--- src/rtl/cpu_pkg.sv ---
// Shared CPU-wide constants and the push/pop operation encoding used by the
// return-address stack.
package cpu_pkg;

    localparam int PC_W      = 19;
    localparam int RAS_DEPTH = 16;
    localparam int RAS_PTR_W = 4;

    // {push, pop} request pair decoded as one operation
    typedef enum logic [1:0] {
        OP_NONE = 2'b00,
        OP_POP  = 2'b01,
        OP_PUSH = 2'b10,
        OP_REPL = 2'b11
    } ras_op_e;

endpackage

--- src/rtl/lifo_regfile.sv ---
// Return-address storage: one synchronous write port, one asynchronous read port.
// Contents are not reset; the owner tracks which entries are valid.
module lifo_regfile
    import cpu_pkg::*;
#(
    parameter int DATA_W = PC_W,
    parameter int DEPTH  = RAS_DEPTH,
    parameter int PTR_W  = RAS_PTR_W
) (
    input  logic              clk,
    input  logic              we,
    input  logic [PTR_W-1:0]  waddr,
    input  logic [DATA_W-1:0] wdata,
    input  logic [PTR_W-1:0]  raddr,
    output logic [DATA_W-1:0] rdata
);

    logic [DATA_W-1:0] mem [DEPTH];

    always_ff @(posedge clk) begin
        if (we) begin
            mem[waddr] <= wdata;
        end
    end

    assign rdata = mem[raddr];

endmodule

--- src/rtl/ret_addr_stack.sv ---
// LIFO return-address stack for CALL/RET with a zero-latency top-of-stack view,
// sticky overflow/underflow flags, a high-water mark and a synchronous flush.
module ret_addr_stack
    import cpu_pkg::*;
#(
    parameter int DATA_W = PC_W,
    parameter int DEPTH  = RAS_DEPTH,
    parameter int PTR_W  = RAS_PTR_W
) (
    input  logic              clk,
    input  logic              reset,
    input  logic              push,
    input  logic [DATA_W-1:0] push_data,
    input  logic              pop,
    input  logic              flush,
    input  logic              err_clr,
    output logic [DATA_W-1:0] pop_data,
    output logic [PTR_W-1:0]  sp,
    output logic              stack_empty,
    output logic              stack_full,
    output logic              overflow,
    output logic              underflow,
    output logic [PTR_W:0]    high_water
);

    localparam logic [PTR_W:0] DEPTH_C = (PTR_W+1)'(DEPTH);
    localparam logic [PTR_W:0] ONE_C   = (PTR_W+1)'(1);

    logic [PTR_W:0]    count_q, count_d;
    logic [PTR_W:0]    hw_q, hw_d;
    logic              ovf_q, ovf_d;
    logic              unf_q, unf_d;
    logic              we;
    logic [PTR_W-1:0]  waddr;
    logic [PTR_W-1:0]  top_idx;
    logic [DATA_W-1:0] rdata;
    ras_op_e           op;

    assign stack_empty = (count_q == '0);
    assign stack_full  = (count_q == DEPTH_C);
    assign top_idx     = PTR_W'(count_q - ONE_C);
    assign op          = ras_op_e'({push, pop});

    always_comb begin
        count_d = count_q;
        hw_d    = hw_q;
        ovf_d   = err_clr ? 1'b0 : ovf_q;
        unf_d   = err_clr ? 1'b0 : unf_q;
        we      = 1'b0;
        waddr   = count_q[PTR_W-1:0];
        if (flush) begin
            count_d = '0;
            hw_d    = '0;
            ovf_d   = ovf_q;
            unf_d   = unf_q;
        end else begin
            unique case (op)
                OP_PUSH: begin
                    if (stack_full) begin
                        ovf_d = 1'b1;
                    end else begin
                        we      = 1'b1;
                        count_d = count_q + ONE_C;
                    end
                end
                OP_POP: begin
                    if (stack_empty) begin
                        unf_d = 1'b1;
                    end else begin
                        count_d = count_q - ONE_C;
                    end
                end
                OP_REPL: begin
                    // Replace on an empty stack degrades to a plain push but still
                    // records the missing pop.
                    we = 1'b1;
                    if (stack_empty) begin
                        waddr   = '0;
                        count_d = ONE_C;
                        unf_d   = 1'b1;
                    end else begin
                        waddr = top_idx;
                    end
                end
                default: ;
            endcase
            if (count_d > hw_q) begin
                hw_d = count_d;
            end
        end
    end

    always_ff @(posedge clk or negedge reset) begin
        if (!reset) begin
            count_q <= '0;
            hw_q    <= '0;
            ovf_q   <= 1'b0;
            unf_q   <= 1'b0;
        end else begin
            count_q <= count_d;
            hw_q    <= hw_d;
            ovf_q   <= ovf_d;
            unf_q   <= unf_d;
        end
    end

    lifo_regfile #(
        .DATA_W (DATA_W),
        .DEPTH  (DEPTH),
        .PTR_W  (PTR_W)
    ) u_regfile (
        .clk   (clk),
        .we    (we),
        .waddr (waddr),
        .wdata (push_data),
        .raddr (top_idx),
        .rdata (rdata)
    );

    assign pop_data   = stack_empty ? '0 : rdata;
    assign sp         = count_q[PTR_W-1:0];
    assign overflow   = ovf_q;
    assign underflow  = unf_q;
    assign high_water = hw_q;

endmodule

--- config.mk ---
export PLATFORM = sky130hd
export DESIGN_NAME = ret_addr_stack
export DESIGN_NICKNAME = d
export VERILOG_FILES = /design/src/rtl/cpu_pkg.sv /design/src/rtl/lifo_regfile.sv /design/src/rtl/ret_addr_stack.sv
export SDC_FILE = /design/constraint.sdc
export NUM_CORES = 1
export LEC_CHECK = 0
export CAP_MARGIN = 20
export CELL_PAD_IN_SITES_DETAIL_PLACEMENT = 0
export CELL_PAD_IN_SITES_GLOBAL_PLACEMENT = 1
export CORE_MARGIN = 1.5
export CORE_UTILIZATION = 30
export CTS_CLUSTER_SIZE = 30
export DETAILED_ROUTE_END_ITERATION = 6
export PLACE_DENSITY_LB_ADDON = 0.1
export SYNTH_ARGS = -nofsm -noshare
export SYNTH_HDL_FRONTEND = slang
export SYNTH_HIERARCHICAL = 1
export SYNTH_SLANG_ARGS = --single-unit
--- constraint.sdc ---
create_clock -name clk -period 10.2 [get_ports clk]
set_input_delay 1.02 -clock clk [delete_from_list [all_inputs] [get_ports clk]]
set_output_delay 1.02 -clock clk [all_outputs]
set_load 0.005 [all_outputs]
# Word-level counts from Yosys, hierarchy flattened
# Memory sizes are Yosys's and may differ from the RTL's.
# Index checks and enable logic that the tools add are counted.
# Widths: inputs -> output; s select.
word_totals:
  ff_bits: 12
  ram_bits: 304
  inputBits: 25
  out_inout_bits: 32
  elab_cells: 38
  n_memories: 1
op_classes:
  n_addsub: 2
  n_lt_le_gt_ge: 1
  n_eq_ne: 4
  muxes: 23
  n_reduce_logical: 3
memory_table:
  columns: ["name", "depth", "word_bits", "read_ports", "rd_ports_with_merged_regs", "write_ports", "line", "source"]
  rows:
  - ["u_regfile.mem", 16, 19, 1, 0, 1, "lifo_regfile.sv:18", "logic [DATA_W-1:0] mem [DEPTH];"]
op_table:
  columns: ["op", "n"]
  rows:
  - ["$mux 5", 7]
  - ["$mux 19", 1]
  - ["$pmux 5 s3", 1]
  - ["$mux 4", 3]
  - ["$mux 1", 10]
  - ["$add 5x1->5 const B", 1]
  - ["$eq 5x5->1 const B", 1]
  - ["$gt 5x5->1", 1]
  - ["$logic_not 5->1", 1]
  - ["$sub 5x1->5 const B", 1]
  - ["$eq 2x2->1 const B", 2]
  - ["$eq 2x1->1 const B", 1]
  - ["$pmux 1 s2", 1]
  - ["$reduce_bool 2->1", 1]
  - ["$reduce_or 2->1", 1]

# Logic depth before layout (Yosys ltp)
logic_depth:
  word_depth: 7
  ltp_mapped: 13
  depth_no_buf: 12

# Hierarchy
# The synthesis kept the hierarchy.
by_module_without_submodules:
  columns: ["mod", "n_inst", "cells_each", "area_each_um2", "seq_area_each_um2"]
  rows:
  - ["lifo_regfile", 1, 488, 11464.7, 9128.8]
  - ["ret_addr_stack", 1, 144, 1188.6, 300.3]

# Worst setup path before layout
# Ideal clock, no wire load.
synth_timing:
  kind: "in2reg"
  startpoint: "input port pop"
  endpoint: "memory u_regfile/mem[0][0] (netlist bit) (enable)"
  setup_time_ns: 0.419
  arrival_time_ns: 4.023
  required_ns: 9.781
  setup_slack_ns: 5.758
  cell_stages: 7
  path_buffers: 1
  cell_sequence: "buf_2 inv_1 or3_1 nor4_1 mux2_2 or3b_2 nor3_1"
synth_via:
  elab_cells_between_ends: 8
  classes_between: "eq/ne: 2; mux: 6"
synth_rtl:
  columns: ["element", "line", "source"]
  rows:
  - ["start: declaration", "ret_addr_stack.sv:14", "input logic pop,"]
  - ["$eq 2x2->1", "ret_addr_stack.sv:57", "unique case (op)"]
  - ["$mux 4", "ret_addr_stack.sv:57", null]
  - ["$mux 4", "ret_addr_stack.sv:51", "if (flush) begin"]
  - ["net waddr[3]", "ret_addr_stack.sv:34", "logic [PTR_W-1:0] waddr;"]
  - ["end: declaration", "lifo_regfile.sv:18", null]
# The timed path passes the listed nets, and every way through them passes these cells.

# Worst setup path in the final report
layout_timing:
  startpoint: "register count_q[0]"
  endpoint: "output port pop_data[9]"
layout_via:
  elab_chain_len: 3
  elab_cells_between_ends: 4
  classes_between: "add/sub: 1; mux: 1; reduce/logical: 1; memory: 1"
layout_lines:
  columns: ["element", "line", "source"]
  rows:
  - ["start: declaration", "ret_addr_stack.sv:29", "logic [PTR_W:0] count_q, count_d;"]
  - ["start signal: assignment", "ret_addr_stack.sv:100", "count_q <= count_d;"]
  - ["$sub 5x1->5", null, null]
  - ["net top_idx[0]", "ret_addr_stack.sv:35", "logic [PTR_W-1:0] top_idx;"]
  - ["$mem_v2 16x19", null, null]
  - ["net rdata[9]", "ret_addr_stack.sv:36", "logic [DATA_W-1:0] rdata;"]
  - ["$mux 19", "ret_addr_stack.sv:120", "assign pop_data = stack_empty ? '0 : rdata;"]
  - ["end: declaration", "ret_addr_stack.sv:17", "output logic [DATA_W-1:0] pop_data,"]
# The timed path passes the listed nets, and every way through them passes these cells.

==> impl_metrics.py <==
metrics = {
    "run_status": {
        "status": "completed",
    },
    "die": {
        "dieArea_um2": 43400,
        "top_level_ports": 57,
        "start_util": 0.303,
        "rows": 75,
        "die_w_um": 208,
        "dieHeight_um": 208,
        "core_um2": 41800,
    },
    "drt": {
        "vias": 6395,
        "route.detailed.drc": 0,
        "wirelength_um": 31500,
        "drt_iter0_drc": 473,
        "routed_via_density": 5.02,
        "first_pass_iters": 5,
        "avgRoutedWirePerCell_um": 24.8,
        "postRouteAntennaNets": 0,
    },
    "power_and_ir_drop": {
        "pwr-share-seq": 0.422,
        "p_clk_frac": 0.346,
        "p_comb_frac": 0.232,
        "power.total_w": 0.00350,
        "p_sw_frac": 0.269,
        "internal_power_w": 0.00256,
        "p_per_area_nw_per_um2": 233,
        "switchingPower_w": 0.000944,
        "ir_drop_v": 0.0000887,
        "p_leak_nw": 4.87,
    },
    "cts": {
        "cts_made_buffers": 36,
        "cts_tree": "built",
        "clk_pin_slew_worst_paths_ns": 0.05,
        "cts_hold_buf": 0,
        "post-cts-setup-buffers": 0,
        "clk_path_buf_depth": 3,
        "insertion_delay_ns": 0.52,
        "cts-resized-gates": 0,
        "htreeDepth": 2,
        "clockRootBuffer": "clkbuf_16",
        "numClockSinks": 316,
    },
    "grt": {
        "grt_max_degree": 51,
        "track_usage": 0.147,
        "antenna_found_initial": 2,
        "grt_pass1_wl_um": 46100,
        "grt-ovfl-total": 0,
        "first_global_vias": 6797,
    },
    "sta": {
        "setup_viol": 0,
        "whs_ns": 0.483,
        "rsz0062_at_grt": "no",
        "finalMaxSlewViolations": 0,
        "worst_pin_slew_ns": 1.03,
        "slew_headroom": 0.310,
        "fin_tns_setup_ns": 0,
        "final.min_clock_period_ns": 5.95,
        "clock.fmax_ghz": 0.168,
        "final-hold-violation-count": 0,
        "fin_worst_skew_ns": 0.0176,
        "fin_crit_sh": 0.584,
        "worst_slack_ns": 4.25,
    },
    "yosys": {
        "ys_seq_elements": 316,
        "synth_xor_area_frac": 0.00277,
        "ys_seq_area_frac": 0.745,
        "synth_compound_area_frac": 0.0375,
        "avgSynthCellArea_um2": 20.0,
        "synthMuxAreaShare": 0.139,
        "postSynthCellCount": 632,
        "syn-num-nets": 666,
        "ys_warn_count": 6,
        "synth_top_family_by_area": "multiplexers",
        "synth_cell_types": 45,
        "synthSimpleGateAreaFrac": 0.0463,
        "synthAdderAreaFrac": 0.00890,
        "netlist_area_um2": 12700,
    },
    "setup_path": {
        "crit_start": "count_q[0]",
        "path_class": "flip-flop to output pin",
        "end_kind": "output pin",
        "cp_data_arrival_time_ns": 4.93,
        "crit_path_max_fanout": 50,
        "startpoint_type": "flip-flop",
        "r2r-start": "count_q[0]",
        "ff2ff_setup_slack_ns": 5.37,
        "cp.required_ns": 9.18,
    },
    "placement": {
        "dp_hpwl_um": 17800,
        "place_ws_ns": 4.66,
        "gp_congestion": 0.737,
        "port-buffer-count": 56,
    },
    "finish": {
        "drive_gt1_frac": 0.237,
        "nNetsFinal": 746,
        "n_antenna_cell": 0,
        "area_growth_pct": 18.7,
    },
    "hold_path": {
        "min_path_type": "flip-flop to flip-flop",
        "hold_start": "underflow",
    },
    "run": {
        "cap_violations": 0,
    },
}
final timing paths:
| kind | to | cells after the start |
|---|---|---|
| max | pop_data[9] | 9 |
| min | underflow | 2 |
| max reg2reg | u_regfile/mem[10][4] | 8 |
| min reg2reg | underflow | 2 |
| max in group asynchronous | count_q[0] | 1 |
| min in group asynchronous | high_water[3] | 1 |
through the flow:
stage | cell area (um2) | utilization | instances
2_1_floorplan | 12700 | - | 632
3_3_place_gp | 13900 | 0.333 | 1213
3_5_place_dp | 13900 | 0.333 | 1213
4_1_cts | 15000 | 0.360 | 1273
5_1_grt | 15000 | 0.360 | 1273
6_report | 15000 | 0.360 | 1273
power groups by stage:
stage               logic (W)  registers (W)  clock network [W]
floorplan            0.000498        0.00150                  0
global placement     0.000832        0.00150                  0
detailed placement   0.000834        0.00151                  0
CTS                  0.000837        0.00148            0.00125
global route         0.000888        0.00148            0.00130
finish               0.000811        0.00148            0.00121
synth_stat cells (all sizes together):
library cell  number  area [um2]
xnor2              2        17.5
o22ai              5        31.3
a211o              1        8.76
ha                 9         113
o31ai              4        30.0
nand3              2        10.0
mux4              76        1710
nor4               2        12.5
buf               20         144
nand4b             2        17.5
nand2b            10        62.6
nand4              1        6.26
mux2i              1        10.0
a21oi              3        15.0
and2              20         125
o221a              1        11.3
nor2b              6        37.5
o21ai              1        5.00
nor2              23        86.3
nand4bb            1        11.3
xor2               2        17.5
dfrtp             12         300
or3                1        6.26
inv               14        52.6
nand2             26        97.6
clkbuf            15        56.3
a211oi             4        40.0
or4b               2        23.8
or3b               1        8.76
and3               4        25.0
a221oi             1        8.76
nor3               8        40.0
a21o               2        15.0
a22oi             38         285
edfxtp           304        9130
mux2               3        33.8
o221ai             1        15.0
nand3b             2        15.0
a2111oi            1        8.76
clkinv             1        8.76
area by class of cell:
| type | instances | area, um2 |
|---|---|---|
| inverters | 15 | 63.8 |
| repair buffers | 77 | 718 |
| clock inverters | 13 | 120 |
| flip-flops and latches | 316 | 9430 |
| clock buffers | 47 | 985 |
| fillers | 3817 | 26700 |
| multi-input cells | 266 | 3030 |
| well taps | 539 | 674 |
critical path: stages (launching register included):
cell and delay, ns:
dfrtp_1 0.49, inv_4 0.72, ha_1 0.43, inv_2 0.57
buf_4 0.76, mux4_2 0.41, a22oi_1 0.28, nand2_1 0.09
and2_1 0.17, clkdlybuf4s50_1 0.45
sequential cells by signal, summed over array words and instances (netlist names):
signal and flops:
underflow 1, u_regfile/mem 304, overflow 1, count_q 5
high_water 5
logic make-up after synthesis:
logic type | Yosys count
buf+inv | 50
mux | 80
xor+xnor | 4
flops | 316
simple gates | 111
fa+ha+maj | 9
compound gates | 62
cell usage in the layout, fill, tap and decap left out, types with 2 or more instances in the layout:
master	synthesis	final
a211oi_2	2	2
ha_1	9	9
nand3b_1	2	2
o31ai_1	4	4
clkinv_2	0	5
nand2_1	26	26
nand3_1	2	2
mux2_2	3	3
o22ai_1	5	5
nand4b_1	2	2
nor2b_1	6	4
a211oi_1	2	2
buf_4	4	21
dfrtp_1	12	12
a21o_1	2	2
nor4_1	2	2
mux4_2	76	76
nor3_2	0	4
edfxtp_1	304	304
bufinv_16	0	2
and2_1	20	20
inv_1	14	12
a22oi_1	38	38
clkbuf_1	15	9
clkinv_1	0	5
nand2b_1	10	10
a21oi_1	3	3
nor2_1	23	10
nor2_2	0	13
and3_1	4	4
xor2_1	2	2
nor3_1	8	4
clkbuf_16	0	38
clkdlybuf4s50_1	0	56
xnor2_1	2	2
routing by layer:
layer / share of wire / wire length [um] / up-vias / GRT usage
li1: - / - / 2748 / -
met1: 0.44 / 14000 / 3424 / 0.201
met2: 0.49 / 15400 / 177 / 0.242
met3: 0.049 / 1540 / 44 / 0.0267
met4: 0.019 / 585 / 2 / 0.0375
met5: 0.00054 / 17 / - / 0
(Power assumes the default switching activity.)
